**src/rtl/idma_obi_write_issuer_pkg.sv**
```systemverilog
// Shared helpers for the OBI write issuer.
// Holds only width helpers; the issuer itself works on plain logic vectors.
package idma_obi_write_issuer_pkg;

    // Width of an index over n items. Never zero, so a single-item case still
    // gets a legal one-bit vector.
    function automatic int unsigned idx_width(input int unsigned n);
        return (n > 1) ? $clog2(n) : 1;
    endfunction

    // Width of a counter that has to reach n inclusive.
    function automatic int unsigned cnt_width(input int unsigned n);
        return $clog2(n + 1);
    endfunction

endpackage

```
**src/rtl/fifo_v3.sv**
```systemverilog
// Synchronous FIFO with the common_cells fifo_v3 interface.
//   clk_i/rst_ni      : clock, asynchronous active-low reset
//   flush_i           : drop all entries
//   testmode_i        : unused here, kept for interface compatibility
//   full_o/empty_o    : status flags
//   usage_o           : entry count (wraps to 0 when exactly full)
//   data_i/push_i     : write port, push is ignored while full
//   data_o/pop_i      : head of queue, pop is ignored while empty
// With FALL_THROUGH=1 a push into an empty FIFO is visible on data_o in the
// same cycle; with FALL_THROUGH=0 data_o is always the stored head.
module fifo_v3 #(
    parameter bit          FALL_THROUGH = 1'b0,
    parameter int unsigned DATA_WIDTH   = 32,
    parameter int unsigned DEPTH        = 8,
    parameter type         dtype        = logic [DATA_WIDTH-1:0],
    parameter int unsigned ADDR_DEPTH   = (DEPTH > 1) ? $clog2(DEPTH) : 1
) (
    input  logic                  clk_i,
    input  logic                  rst_ni,
    input  logic                  flush_i,
    input  logic                  testmode_i,
    output logic                  full_o,
    output logic                  empty_o,
    output logic [ADDR_DEPTH-1:0] usage_o,
    input  dtype                  data_i,
    input  logic                  push_i,
    output dtype                  data_o,
    input  logic                  pop_i
);
    localparam int unsigned           CntW     = ADDR_DEPTH + 1;
    localparam logic [CntW-1:0]       DepthCnt = CntW'(DEPTH);
    localparam logic [ADDR_DEPTH-1:0] LastPtr  = ADDR_DEPTH'(DEPTH - 1);

    logic [ADDR_DEPTH-1:0] rd_ptr_q, rd_ptr_d, wr_ptr_q, wr_ptr_d;
    logic [CntW-1:0]       cnt_q, cnt_d;
    dtype                  mem_q [DEPTH];
    logic                  bypass, do_push, do_pop;
    logic                  unused_testmode;

    assign unused_testmode = testmode_i;

    assign full_o  = (cnt_q == DepthCnt);
    assign usage_o = cnt_q[ADDR_DEPTH-1:0];
    assign bypass  = FALL_THROUGH && (cnt_q == '0) && push_i;
    assign empty_o = (cnt_q == '0) && !(FALL_THROUGH && push_i);
    assign data_o  = bypass ? data_i : mem_q[rd_ptr_q];

    // A bypassed word popped in the same cycle never touches the storage.
    assign do_push = push_i && !full_o && !(bypass && pop_i);
    assign do_pop  = pop_i && (cnt_q != '0);

    always_comb begin
        rd_ptr_d = rd_ptr_q;
        wr_ptr_d = wr_ptr_q;
        cnt_d    = cnt_q + CntW'(do_push) - CntW'(do_pop);
        if (do_push) wr_ptr_d = (wr_ptr_q == LastPtr) ? '0 : wr_ptr_q + 1'b1;
        if (do_pop)  rd_ptr_d = (rd_ptr_q == LastPtr) ? '0 : rd_ptr_q + 1'b1;
        if (flush_i) begin
            rd_ptr_d = '0;
            wr_ptr_d = '0;
            cnt_d    = '0;
        end
    end

    always_ff @(posedge clk_i or negedge rst_ni) begin
        if (!rst_ni) begin
            rd_ptr_q <= '0;
            wr_ptr_q <= '0;
            cnt_q    <= '0;
        end else begin
            rd_ptr_q <= rd_ptr_d;
            wr_ptr_q <= wr_ptr_d;
            cnt_q    <= cnt_d;
        end
    end

    always_ff @(posedge clk_i or negedge rst_ni) begin
        if (!rst_ni) begin
            for (int i = 0; i < int'(DEPTH); i++) mem_q[i] <= '0;
        end else if (do_push && !flush_i) begin
            mem_q[wr_ptr_q] <= data_i;
        end
    end

endmodule

```
**src/rtl/idma_obi_write_issuer.sv**
```systemverilog
// OBI write issuer: turns legalized write beats plus their data into OBI
// write requests, tracks outstanding beats, and folds per-beat errors into one
// completion per 1D transfer.
//   clk_i/rst_ni                    : clock, asynchronous active-low reset
//   meta_valid_i/meta_ready_o       : beat descriptor handshake
//   meta_addr_i                     : word-aligned write address
//   meta_offset_i/meta_tailer_i     : first valid byte / end byte (0 = full word)
//   meta_last_i                     : beat closes its 1D transfer
//   data_valid_i/data_ready_o/data_i: write data, consumed together with meta
//   obi_*                           : OBI A channel (write only) and R channel
//   rsp_valid_o/rsp_ready_i/rsp_err_o: one completion per 1D transfer
//   busy_o                          : a beat is in flight or a completion waits
module idma_obi_write_issuer
    import idma_obi_write_issuer_pkg::*;
#(
    parameter int unsigned  DataWidth      = 32,
    parameter int unsigned  AddrWidth      = 32,
    parameter int unsigned  MaxOutstanding = 4,
    localparam int unsigned StrbWidth      = DataWidth / 8,
    localparam int unsigned OffsetWidth    = idx_width(StrbWidth)
) (
    input  logic                   clk_i,
    input  logic                   rst_ni,
    input  logic                   meta_valid_i,
    output logic                   meta_ready_o,
    input  logic [AddrWidth-1:0]   meta_addr_i,
    input  logic [OffsetWidth-1:0] meta_offset_i,
    input  logic [OffsetWidth-1:0] meta_tailer_i,
    input  logic                   meta_last_i,
    input  logic                   data_valid_i,
    output logic                   data_ready_o,
    input  logic [DataWidth-1:0]   data_i,
    output logic                   obi_req_o,
    input  logic                   obi_gnt_i,
    output logic                   obi_we_o,
    output logic [AddrWidth-1:0]   obi_addr_o,
    output logic [StrbWidth-1:0]   obi_be_o,
    output logic [DataWidth-1:0]   obi_wdata_o,
    input  logic                   obi_rvalid_i,
    input  logic                   obi_err_i,
    output logic                   rsp_valid_o,
    input  logic                   rsp_ready_i,
    output logic                   rsp_err_o,
    output logic                   busy_o
);
    localparam int unsigned             CreditWidth = cnt_width(MaxOutstanding);
    localparam int unsigned             UsageWidth  = idx_width(MaxOutstanding);
    localparam logic [CreditWidth-1:0]  CreditMax   = CreditWidth'(MaxOutstanding);
    localparam logic [StrbWidth-1:0]    AllOnes     = '1;

    // A credit is one granted beat whose completion has not been consumed.
    // Non-last beats return theirs on rvalid; the last beat of a transfer
    // keeps its credit until the backend takes the response, which bounds
    // the response FIFO by the same counter.
    logic [CreditWidth-1:0] credits_q, credits_d;
    logic                   err_acc_q, err_acc_d;

    logic grant;
    logic inflight_empty, inflight_last;
    logic rsp_push, rsp_pop, rsp_empty, rsp_head;
    logic beat_done;

    logic                  inflight_full_unused, rsp_full_unused;
    logic [UsageWidth-1:0] inflight_usage_unused, rsp_usage_unused;

    logic [StrbWidth-1:0] lo_mask, hi_mask;

    // ---------------------------------------------------------------- A channel
    // Reset gating keeps the request quiet even if upstream is already valid.
    assign obi_req_o    = rst_ni & meta_valid_i & data_valid_i & (credits_q < CreditMax);
    assign grant        = obi_req_o & obi_gnt_i;
    assign meta_ready_o = grant;
    assign data_ready_o = grant;

    assign obi_we_o    = 1'b1;
    assign obi_addr_o  = meta_addr_i;
    assign obi_wdata_o = data_i;

    // Bytes from offset upward, and below tailer unless tailer means full word.
    assign lo_mask  = AllOnes << meta_offset_i;
    assign hi_mask  = (meta_tailer_i == '0) ? AllOnes : ~(AllOnes << meta_tailer_i);
    assign obi_be_o = lo_mask & hi_mask;

    // ---------------------------------------------------------------- R channel
    // The in-flight FIFO carries only the last flag; R returns in order.
    fifo_v3 #(
        .FALL_THROUGH (1'b0),
        .DATA_WIDTH   (1),
        .DEPTH        (MaxOutstanding)
    ) i_inflight_fifo (
        .clk_i      (clk_i),
        .rst_ni     (rst_ni),
        .flush_i    (1'b0),
        .testmode_i (1'b0),
        .full_o     (inflight_full_unused),
        .empty_o    (inflight_empty),
        .usage_o    (inflight_usage_unused),
        .data_i     (meta_last_i),
        .push_i     (grant),
        .data_o     (inflight_last),
        .pop_i      (obi_rvalid_i)
    );

    assign rsp_push  = obi_rvalid_i & inflight_last;
    assign beat_done = obi_rvalid_i & ~inflight_last;

    always_comb begin
        err_acc_d = err_acc_q;
        if (obi_rvalid_i) err_acc_d = inflight_last ? 1'b0 : (err_acc_q | obi_err_i);
    end

    fifo_v3 #(
        .FALL_THROUGH (1'b0),
        .DATA_WIDTH   (1),
        .DEPTH        (MaxOutstanding)
    ) i_rsp_fifo (
        .clk_i      (clk_i),
        .rst_ni     (rst_ni),
        .flush_i    (1'b0),
        .testmode_i (1'b0),
        .full_o     (rsp_full_unused),
        .empty_o    (rsp_empty),
        .usage_o    (rsp_usage_unused),
        .data_i     (err_acc_q | obi_err_i),
        .push_i     (rsp_push),
        .data_o     (rsp_head),
        .pop_i      (rsp_pop)
    );

    assign rsp_valid_o = ~rsp_empty;
    assign rsp_err_o   = rsp_head & ~rsp_empty;
    assign rsp_pop     = rsp_valid_o & rsp_ready_i;

    // Grant, non-last completion and response pop may coincide; the
    // intermediate value may wrap but the net result stays in range.
    assign credits_d = credits_q + CreditWidth'(grant)
                                 - CreditWidth'(beat_done)
                                 - CreditWidth'(rsp_pop);

    always_ff @(posedge clk_i or negedge rst_ni) begin
        if (!rst_ni) begin
            credits_q <= '0;
            err_acc_q <= 1'b0;
        end else begin
            credits_q <= credits_d;
            err_acc_q <= err_acc_d;
        end
    end

    assign busy_o = (credits_q != '0);

`ifndef SYNTHESIS
    a_no_orphan_rvalid: assert property (@(posedge clk_i) disable iff (!rst_ni)
        obi_rvalid_i |-> !inflight_empty);

    a_req_stable: assert property (@(posedge clk_i) disable iff (!rst_ni)
        (obi_req_o && !obi_gnt_i) |=> (obi_req_o && $stable(obi_addr_o) &&
                                       $stable(obi_be_o) && $stable(obi_wdata_o)));
`endif

endmodule

```
**config.mk**
```make
export PLATFORM = sky130hd
export DESIGN_NAME = idma_obi_write_issuer
export DESIGN_NICKNAME = d
export VERILOG_FILES = /design/src/rtl/idma_obi_write_issuer_pkg.sv /design/src/rtl/fifo_v3.sv /design/src/rtl/idma_obi_write_issuer.sv
export SDC_FILE = /design/constraint.sdc
export NUM_CORES = 1
export LEC_CHECK = 0
export ABC_AREA = 0
export BUFFER_PORTS_ARGS = -buffer_cell sky130_fd_sc_hd__buf_2
export CORE_ASPECT_RATIO = 1.25
export CORE_MARGIN = 2
export CORE_UTILIZATION = 35
export CTS_CLUSTER_DIAMETER = 80
export CTS_CLUSTER_SIZE = 12
export DETAILED_ROUTE_END_ITERATION = 12
export GPL_ROUTABILITY_DRIVEN = 0
export PLACE_DENSITY = 0.77
export SKIP_LAST_GASP = 1
export SLEW_MARGIN = 5
export SYNTH_ARGS = -nofsm -noshare
export SYNTH_HDL_FRONTEND = slang
export SYNTH_HIERARCHICAL = 1
export SYNTH_SLANG_ARGS = --single-unit
export TNS_END_PERCENT = 100
```
**constraint.sdc**
```tcl
create_clock -name clk_i -period 2.7 [get_ports clk_i]
set_input_delay 0.27 -clock clk_i [delete_from_list [all_inputs] [get_ports clk_i]]
set_output_delay 0.27 -clock clk_i [all_outputs]
set_load 0.02 [all_outputs]
```
==> impl_metrics.json <==
{
  "finalCoreUtilization_pct": 33.1,
  "viasPerCell": 4.97,
  "swShare_pct": 37.3,
  "ant_nets": 0,
  "first_pass_iters": 4,
  "nets": 286,
  "grt_max_degree": 27,
  "hold_violations": 0,
  "cts_buffer_depth": 2,
  "fin_skew_ns": 0.00257,
  "vias": 1252,
  "drtIter0Drc": 25,
  "fmax_ghz": 0.391,
  "grt_pass1_wl_um": 5890,
  "grt_overflow": 0,
  "antenna_cells": 0,
  "netlist_instances": 217,
  "io_pins": 152,
  "wl_per_cell_um": 15.0,
  "syn2layout_area_growth_pct": -8.44,
  "setup_ws_ns": 0.140,
  "drv_cap": 0,
  "worstPathRequired_ns": 2.90,
  "switchingPower_mw": 0.562,
  "worst-path-max-fanout": 5,
  "port_buffers": 22,
  "synth_area_mm2": 0.00211,
  "synth_area_per_cell_um2": 9.70,
  "rsz0062_at_grt": "no",
  "finalCritPeriodShare_pct": 94.8,
  "fp.dieH_um": 90.7,
  "intPower_mw": 0.945,
  "hold_class": "input pin to asynchronous set/reset pin",
  "die_w_um": 73.4,
  "cts_tree": "built",
  "die-area_mm2": 0.00666,
  "cts.clk_slew.worst_paths_ns": 0.09,
  "leakage_nw": 0.969,
  "grt_pass1_vias": 1244,
  "cts_root_buf": "clkbuf_8",
  "power_density_mw_per_mm2": 782,
  "setup_viol": 0,
  "pre_cts_ws_ns": 0.0684,
  "ir_drop_mv": 0.521,
  "endpoint_kind": "register",
  "clkSinkCount": 26,
  "drc": 0,
  "worst-endpoint-arrival_ns": 2.76,
  "setup_tns_ns": 0,
  "clock_power_share_pct": 16.9,
  "nFillCells": 585,
  "criticalPathCategory": "register to register",
  "start_util_pct": 36.2,
  "antenna_found_initial": 0,
  "tightestPinTransition_ns": 0.501,
  "cts_buffers": 3,
  "power_frac_seq_pct": 39.6,
  "drive_above_1_share_pct": 28.5,
  "yosysWarningCount": 6,
  "fp-row-count": 31,
  "layout.cells.most_common": "dfrtp_1",
  "h-tree-depth": 1,
  "hold_buffers": 0,
  "p_comb_share_pct": 43.5,
  "min_period_ns": 2.56,
  "core_mm2": 0.00582,
  "max_slew_margin_pct": 66.1,
  "status": "complete, no violations",
  "wl_um": 3790,
  "grt_use_total_pct": 11.3,
  "clk_latency_ns": 0.27,
  "slew_violations": 0,
  "critPathLaunchType": "register",
  "final_cell_mix": "dfrtp_1, buf_2, inv_1, ha_1, nor2_1",
  "dp_hpwl_um": 2900,
  "rrSetupSlack_ns": 0.14
}
[power by group through the flow]
stage | logic (mW) | registers (mW) | clock network [mW]
6_report | 0.655 | 0.596 | 0.255
5_1_grt | 0.739 | 0.614 | 0.277
4_1_cts | 0.639 | 0.589 | 0.262
3_5_place_dp | 0.631 | 0.598 | 0
3_3_place_gp | 0.604 | 0.589 | 0
2_1_floorplan | 0.600 | 0.573 | 0
[worst max-delay path, stage by stage (launching register included)]
cell	delay [ns]
dfrtp_2	0.40
mux4_2	0.51
and2_4	0.17
nand2b_1	0.09
ha_1	0.23
inv_1	0.06
ha_1	0.13
inv_1	0.05
fa_1	0.37
xor2_1	0.17
and2_2	0.21
nor3_1	0.12
[layer usage]
layer  track usage, %  part of all wire (%)  vias to the layer above
li1                 -                     -                      564
met4             11.2                   8.8                        0
met1             11.9                    34                      607
met5                0                     0                        -
met3             3.24                    10                       32
met2             17.2                    47                       49
[flip-flops by register name (all words and copies together), names as in the netlist]
signal	count
i_inflight_fifo/mem_q	4
i_rsp_fifo/rd_ptr_q	2
i_rsp_fifo/cnt_q	3
i_rsp_fifo/wr_ptr_q	2
err_acc_q	1
credits_q	3
i_rsp_fifo/mem_q	4
i_inflight_fifo/wr_ptr_q	2
i_inflight_fifo/cnt_q	3
i_inflight_fifo/rd_ptr_q	2
[area by class of cell]
| type | instances | area (um^2) | share of cell area, % |
|---|---|---|---|
| clock buffers | 4 | 55.1 | 2.86 |
| inverters | 19 | 71.3 | 3.70 |
| multi-input cells | 109 | 912 | 47.3 |
| flip-flops and latches | 26 | 652 | 33.8 |
| well taps | 66 | 82.6 | 4.28 |
| repair buffers | 28 | 155 | 8.05 |
[path summary, 6_finish.rpt]
kind,endpoint,startpoint,depth (start not counted)
worst max register to register,i_rsp_fifo/cnt_q[2],i_inflight_fifo/rd_ptr_q[0],11
worst max-delay path,i_rsp_fifo/cnt_q[2],i_inflight_fifo/rd_ptr_q[0],11
worst min-delay path,i_rsp_fifo/cnt_q[0],rst_ni,2
max in group asynchronous,i_inflight_fifo/rd_ptr_q[0],rst_ni,2
worst min register to register,credits_q[2],credits_q[2],1
min in group clk_i,err_acc_q,obi_err_i,3
[what timing repair did]
action,in CTS,in global routing
buffers inserted,0,2
resized for setup,0,5
setup endpoints to repair,0,1
endpoints found under the hold margin,0,0
[metrics by stage]
stage	cell area [um^2]	cells	total power, mW	hold WS [ns]
5_1_grt	1930	252	1.63	0.0732
2_1_floorplan	2120	222	1.17	-0.0256
6_report	1930	252	1.51	0.0366
3_5_place_dp	1840	246	1.23	0.369
3_3_place_gp	1840	246	1.19	0.367
4_1_cts	1900	250	1.49	0.0643
(Power assumes the default switching activity.)
